<file path="src/rtl/ram_bytes_ctrl.sv">
// Byte-addressable word RAM with req/ready/rvalid handshake, write strobes, zero-clear after reset
// and error reporting. Define RAM_MMIO_EN to add the memory-mapped toggle_value output register.
module ram_bytes_ctrl #(
  parameter int          DEPTH_WORDS = 128,
  parameter logic [31:0] MMIO_ADDR   = 32'h0000_1000
) (
  input  logic        clk,
  input  logic        resetn,
  input  logic        req,
  input  logic        we,
  input  logic [31:0] a,
  input  logic [31:0] wd,
  input  logic [3:0]  be,
  output logic        ready,
  output logic        rvalid,
  output logic [31:0] rd,
  output logic        err,
  output logic [31:0] toggle_value
);

  localparam int          IDX_W     = $clog2(DEPTH_WORDS);
  localparam logic [31:0] RAM_BYTES = 32'(DEPTH_WORDS * 4);
  localparam logic [IDX_W:0] CLR_LAST = (IDX_W + 1)'(DEPTH_WORDS - 1);

`ifdef RAM_MMIO_EN
  localparam bit MMIO_EN = 1'b1;
`else
  localparam bit MMIO_EN = 1'b0;
`endif

  typedef enum logic {
    ST_CLEAR = 1'b0,
    ST_IDLE  = 1'b1
  } state_e;

  function automatic logic [31:0] merge_lanes(input logic [31:0] old_w,
                                              input logic [31:0] new_w,
                                              input logic [3:0]  lanes);
    logic [31:0] res;
    res = old_w;
    for (int i = 0; i < 4; i++) begin
      if (lanes[i]) res[8*i +: 8] = new_w[8*i +: 8];
    end
    return res;
  endfunction

  state_e           state_q, state_d;
  logic [IDX_W:0]   clr_idx_q, clr_idx_d;
  logic             rvalid_q, rvalid_d;
  logic [31:0]      rd_q, rd_d;
  logic             err_q, err_d;

  logic [31:0]      mem_q [DEPTH_WORDS];
  logic             mem_we;
  logic [IDX_W-1:0] mem_idx;
  logic [31:0]      mem_wdata;

  logic             misaligned, mmio_sel, ram_sel;
  logic [IDX_W-1:0] word_idx;
  logic [31:0]      ram_old, ram_merged;
  logic [31:0]      mmio_rdata;

  assign misaligned = (a[1:0] != 2'b00);
  assign mmio_sel   = MMIO_EN && (a == MMIO_ADDR);
  assign ram_sel    = (a < RAM_BYTES);
  assign word_idx   = a[IDX_W+1:2];
  assign ram_old    = mem_q[word_idx];
  assign ram_merged = merge_lanes(ram_old, wd, be);

  // NOTE: every variable driven here gets a default first, so no path leaves one unassigned (no latches).
  always_comb begin
    state_d   = state_q;
    clr_idx_d = clr_idx_q;
    rvalid_d  = 1'b0;
    rd_d      = rd_q;
    err_d     = 1'b0;
    mem_we    = 1'b0;
    mem_idx   = clr_idx_q[IDX_W-1:0];
    mem_wdata = '0;

    unique case (state_q)
      ST_CLEAR: begin
        mem_we = 1'b1;
        if (clr_idx_q == CLR_LAST) begin
          state_d   = ST_IDLE;
          clr_idx_d = '0;
        end else begin
          clr_idx_d = clr_idx_q + 1'b1;
        end
      end
      ST_IDLE: begin
        if (req) begin
          rvalid_d = 1'b1;
          if (misaligned) begin
            err_d = 1'b1;
            rd_d  = '0;
          end else if (mmio_sel) begin
            rd_d = we ? merge_lanes(mmio_rdata, wd, be) : mmio_rdata;
          end else if (ram_sel) begin
            // Write-first: the response carries the merged word that lands in the array.
            rd_d      = we ? ram_merged : ram_old;
            mem_we    = we;
            mem_idx   = word_idx;
            mem_wdata = ram_merged;
          end else begin
            err_d = 1'b1;
            rd_d  = '0;
          end
        end
      end
      default: state_d = ST_CLEAR;
    endcase
  end

  // NOTE: sequential state uses non-blocking assignments so all registers update together at the edge.
  always_ff @(posedge clk or negedge resetn) begin
    if (!resetn) begin
      state_q   <= ST_CLEAR;
      clr_idx_q <= '0;
      rvalid_q  <= 1'b0;
      rd_q      <= '0;
      err_q     <= 1'b0;
    end else begin
      state_q   <= state_d;
      clr_idx_q <= clr_idx_d;
      rvalid_q  <= rvalid_d;
      rd_q      <= rd_d;
      err_q     <= err_d;
    end
  end

  // NOTE: the array itself has no reset; the CLEAR sweep zeroes it so it can map onto plain RAM macros.
  always_ff @(posedge clk) begin
    if (mem_we) mem_q[mem_idx] <= mem_wdata;
  end

`ifdef RAM_MMIO_EN
  logic [31:0] mmio_q;

  always_ff @(posedge clk or negedge resetn) begin
    if (!resetn) begin
      mmio_q <= '0;
    end else if (state_q == ST_IDLE && req && we && !misaligned && mmio_sel) begin
      mmio_q <= merge_lanes(mmio_q, wd, be);
    end
  end

  assign mmio_rdata = mmio_q;
`else
  assign mmio_rdata = '0;
`endif

  assign toggle_value = mmio_rdata;
  assign ready        = (state_q == ST_IDLE);
  assign rvalid       = rvalid_q;
  assign rd           = rd_q;
  assign err          = err_q;

endmodule

</file>
<file path="config.mk">
export PLATFORM = sky130hd
export DESIGN_NAME = ram_bytes_ctrl
export DESIGN_NICKNAME = d
export VERILOG_FILES = /design/src/rtl/ram_bytes_ctrl.sv
export SDC_FILE = /design/constraint.sdc
export NUM_CORES = 2
export LEC_CHECK = 0
export CAP_MARGIN = 40
export CORE_UTILIZATION = 40
export CTS_CLUSTER_SIZE = 16
export DETAILED_ROUTE_END_ITERATION = 7
export DONT_BUFFER_PORTS = 1
export GPL_TIMING_DRIVEN = 0
export HOLD_SLACK_MARGIN = 0.02
export PLACE_DENSITY = 0.62
export SLEW_MARGIN = 25
export SYNTH_ARGS = -nofsm -noshare
export SYNTH_HDL_FRONTEND = slang
export SYNTH_SLANG_ARGS = --single-unit
</file>
<file path="constraint.sdc">
create_clock -name clk -period 10 [get_ports clk]
set_input_delay 1.5 -clock clk [delete_from_list [all_inputs] [get_ports clk]]
set_output_delay 1.5 -clock clk [all_outputs]
set_load 0.02 [all_outputs]
</file>
==> Yosys cells after proc, flatten, opt, wreduce, memory -nomap -nowiden <==
Memory sizes are Yosys's and may differ from the RTL's.
Index checks and enable logic that the tools add are counted.
{ "classes": {"n_addsub": 1, "magnitude_cmp": 1, "eq_ne": 1, "n_mux": 30, "bitwise_logic": 1, "reduce_logical": 2} }
{ "op_table": {"columns": ["op", "count"], "rows": [
  ["32-bit two-way mux", 7],
  ["8-bit two-way mux", 5],
  ["32-bit by 10-bit < comparator with 1-bit output, second input constant", 1],
  ["7-bit two-way mux", 4],
  ["1-bit two-way mux", 13],
  ["8-bit by 1-bit adder with 8-bit output, second input constant", 1],
  ["8-bit by 7-bit equality test with 1-bit output, second input constant", 1],
  ["1-bit one-hot mux with 2 select lines", 1],
  ["2-bit AND reduction", 1],
  ["2-bit nonzero test", 1],
  ["1-bit NOT", 1]
]} }
{ "totals": {"regBits": 43, "mem_bits_rw": 4096, "input_bits": 72, "out_inout_bits": 67, "word_cells": 42, "n_memories": 1} }
{ "mem_list": {"columns": ["name", "depth", "word_bits", "read_ports", "rd_clocked_by_memory_dff", "write_ports", "line", "source"], "rows": [
  ["mem_q", 128, 32, 1, 0, 1, "53", "logic [31:0] mem_q [DEPTH_WORDS];"]
]} }

==> Depth between registers and ports, before layout <==
{ "logic_depth": {"word_depth": 7, "depth_mapped": 12, "mapped_depth_nobuf": 8} }

==> Worst setup path after synthesis <==
OpenSTA, ideal clock, no wires.
{ "synth_timing": {"kind": "input -> register", "start": "input a[4]", "end": "memory mem_q[0][10] (data pin)", "arrival_ns": 7.997, "t_required_ns": 8.803, "path_slack_ns": 0.806, "path_stages": 11, "path_buffers": 5, "path_cell_list": "buf_4 or3b_1 clkbuf_1 buf_2 buf_2 clkbuf_1 o22ai_1 a211oi_1 nand2_1 nand4_1 o21ai_0"} }
{ "synth_between": {"elab_chain_len": 6, "word_cells_on_any_way": 7, "cone_classes": "order compare: 1; mux: 5; memory: 1"} }
{ "synth_rtl": {"columns": ["item", "line", "source"], "rows": [
  ["start, declared", "11", "input logic [31:0] a,"],
  ["memory 128 x 32 bit", null, null],
  ["8-bit two-way mux", "42", "if (lanes[i]) res[8*i +: 8] = new_w[8*i +: 8];"],
  ["32-bit two-way mux *", "99", "end else if (ram_sel) begin"],
  ["32-bit two-way mux *", "94", "if (misaligned) begin"],
  ["32-bit two-way mux *", "92", "if (req) begin"],
  ["32-bit two-way mux *", "81", "unique case (state_q)"],
  ["net mem_wdata[10]", "56", "logic [31:0] mem_wdata;"],
  ["end, declared", "53", null]
]} }
The timed path passes the listed nets; every way through them passes the cells marked *.

==> Worst setup path after layout <==
{ "layout_timing": {"start": "input a[4]", "end": "memory mem_q[104][10] (data pin)"} }
Same word-level chain as after synthesis.

==> impl_metrics.py <==
metrics = {
    "yosys": {
        "ys_ff_latch": 4139,
        "synth_top_family_by_area": "multiplexers",
        "avgSynthCellArea_um2": 21.3,
        "syn_area_mm2": 0.159,
        "synth_compound_area_frac": 0.0427,
        "ys_warn_count": 0,
        "synth-edff-count": 4096,
        "yosys.area_share.simple": 0.0163,
        "netlist_instances": 7426,
        "synth-seq-area-share": 0.783,
        "synth_xor_area_frac": 0.000221,
        "async_reset_ff_frac": 0.0104,
        "synth_mux_area_frac": 0.142,
        "synthAdderAreaFrac": 0.0000789,
        "synthDistinctLibCells": 56,
        "synth_ff_type": "edfxtp_1",
    },
    "floorplan": {
        "dieArea_mm2": 0.399,
        "die_y_um": 632,
        "core_mm2": 0.393,
        "ioPinCount": 139,
        "start_util": 0.403,
        "die_x_um": 632,
        "fp-row-count": 230,
    },
    "finish": {
        "area_growth_pct": 19.0,
        "fin_nets": 8294,
        "final_area_mm2": 0.189,
        "fin_cells": 13803,
        "final_util": 0.480,
        "final_common_cell": "edfxtp_1",
        "layout_common_cells": "4096 x edfxtp_1, 768 x mux4_2, 512 x mux2i_1",
        "drive_gt1_frac": 0.253,
    },
    "global_route": {
        "grt_pass1_vias": 80501,
        "antenna_found_initial": 44,
        "grt_start_max_net_pins": 44,
        "overflow": 0,
        "grt_pass1_wl_um": 633000,
        "grt.total_usage": 0.226,
    },
    "drt": {
        "avgViaCountPerCell": 5.93,
        "drt-pass1-iter-count": 8,
        "wirelength_um": 458000,
        "vias": 81819,
        "drc": 0,
        "drt_iter0_drc": 11804,
        "antenna_left": 0,
        "wire_per_inst_um": 33.2,
    },
    "sta": {
        "finalSetupTns_ps": 0,
        "rsz0062_at_grt": "no",
        "hold_viol": 0,
        "finalCriticalPeriod_ps": 6340,
        "tightest_slew_ps": 942,
        "max-slew-margin-rel": 0.372,
        "drv_slew": 0,
        "period_share": 0.634,
        "max_freq_mhz": 158,
        "skew_ps": 80.7,
        "setup_viol": 0,
        "worst_hold_slack_ps": 206,
    },
    "cts": {
        "hold_buffers": 0,
        "ctsResizeCount": 0,
        "clk_pin_slew_ps": 70,
        "htreeDepth": 5,
        "post_cts_buffers": 0,
        "cts_buffer_depth": 4,
        "root_buffer": "clkbuf_16",
        "cts_sinks": 4139,
        "cts_tree": "built",
        "cts_made_buffers": 406,
        "clk_latency_ps": 990,
    },
    "worst_setup_path": {
        "end_kind": "flip-flop",
        "path_max_fanout": 25,
        "worst_ep_required_time_ps": 10810,
        "cp-start-kind": "input pin",
        "worst-setup-path-type": "input pin to flip-flop",
        "critPathArrivalTime_ps": 7160,
    },
    "run_status": {
        "status": "finished, final reports clean",
    },
    "flow_run": {
        "maxCapViolations": 0,
    },
    "placement": {
        "post-dp-hpwl_um": 329000,
        "port-buffer-count": 0,
        "place_congestion": 0.901,
        "dp.cells": 13024,
        "placed_cell_area_mm2": 0.175,
    },
    "power": {
        "ir_drop_mv": 0.161,
        "power_leakage_nw": 50.4,
        "power.density_mw_per_mm2": 187,
    },
    "min_path": {
        "min_path_type": "input pin to async pin",
    },
}
[cell families after synthesis]
| kind of cell | after synthesis |
|---|---|
| other | 1 |
| AND/OR/NAND/NOR | 571 |
| flip-flops | 4139 |
| multiplexers | 1281 |
| adder cells (fa/ha/maj) | 1 |
| AO/OA/AOI/OAI | 958 |
| buffers and inverters | 471 |
| XOR/XNOR | 4 |
[per-stage QoR]
| step | setup WS, ps | total power (W) |
|---|---|---|
| final | 3660 | 0.0352 |
| after global routing | 3730 | 0.0360 |
| after CTS | 3960 | 0.0353 |
| after detailed placement | 2940 | 0.0203 |
| after global placement | -12070 | 0.0202 |
| after floorplan | 806 | 0.0197 |
[path summary, 6_finish.rpt]
path,from,endpoint,slack [ps],cells after the start
max in group asynchronous,resetn,clr_idx_q[0]$_DFFE_PN0N_,9700,0
max,a[4],mem_q[104][10]$_DFFE_PP_,3660,14
min reg2reg,clr_idx_q[7]$_DFFE_PN0N_,clr_idx_q[7]$_DFFE_PN0N_,610,2
min,resetn,clr_idx_q[4]$_DFFE_PN0N_,210,0
max reg2reg,ready$_DFF_PN0_,mem_q[111][7]$_DFFE_PP_,5350,10
min in group clk,clr_idx_q[7]$_DFFE_PN0N_,clr_idx_q[7]$_DFFE_PN0N_,610,2
[state kept, by name, indices dropped and copies added, names as in the netlist]
name / count
mem_q: 4096
ready: 1
clr_idx_q: 8
err: 1
rvalid: 1
rd: 32
[final cells by class]
| type | count | area [um^2] |
|---|---|---|
| antenna | 27 | 67.6 |
| buffer | 467 | 2610 |
| clock buffer | 504 | 10800 |
| clock inverter | 239 | 2420 |
| fill | 31343 | 205000 |
| inverter | 4 | 15.0 |
| multi-input combinational | 2847 | 33400 |
| sequential | 4139 | 124000 |
| tap | 5220 | 6530 |
| timing repair buffer | 356 | 8780 |
[metal layers]
metal / vias to the layer above / share of wire / wire, um / global-route usage
met5: - / 0.000022 / 10 / 0
met3: 722 / 0.11 / 51800 / 0.0483
met1: 43417 / 0.39 / 179000 / 0.319
li1: 32978 / - / - / -
met2: 4700 / 0.46 / 209000 / 0.347
met4: 2 / 0.041 / 18700 / 0.0826
[synthesized netlist by cell type (4+ instances only)]
cell type / n / area share
xnor2_1: 4 / 0.00022
a41oi_2: 9 / 0.00092
buf_6: 40 / 0.0028
buf_2: 120 / 0.0038
buf_4: 103 / 0.0049
a21oi_1: 94 / 0.0030
edfxtp_1: 4096 / 0.78
clkbuf_1: 183 / 0.0043
o21ai_1: 10 / 0.00032
nand4_1: 34 / 0.0013
a211o_1: 64 / 0.0035
and3_1: 33 / 0.0013
a22o_1: 64 / 0.0035
nor2b_1: 5 / 0.00020
mux2i_1: 512 / 0.032
and2_1: 6 / 0.00024
mux4_2: 768 / 0.11
a211oi_1: 192 / 0.0091
a22oi_1: 192 / 0.0091
nand3_1: 14 / 0.00044
o22ai_1: 285 / 0.011
nor4_1: 15 / 0.00059
buf_1: 20 / 0.00047
nand2b_4: 6 / 0.00052
nand2_1: 181 / 0.0043
nor2_1: 233 / 0.0055
a31oi_1: 5 / 0.00020
inv_1: 4 / 0.000095
o21ai_0: 29 / 0.00092
nor3_1: 15 / 0.00047
dfrtp_1: 43 / 0.0068
a31oi_2: 5 / 0.00039
nand2b_1: 14 / 0.00055
[where the power goes]
part           switching, W  leakage (nW)  total, W  internal [W]
sequential                0          28.9    0.0188        0.0188
clock               0.00658          6.43    0.0153       0.00874
combinational      0.000805          15.0   0.00114      0.000339
[worst max-delay path: stages]
cell,delay [ps]
buf_4,270
inv_1,240
nor2_1,310
buf_4,290
buf_2,430
clkbuf_1,460
a22oi_1,230
nand2_1,470
and3_1,770
nand4_1,570
o21ai_4,830
buf_16,240
buf_16,190
buf_16,180
Note: power is estimated with default switching activity, not from simulation.
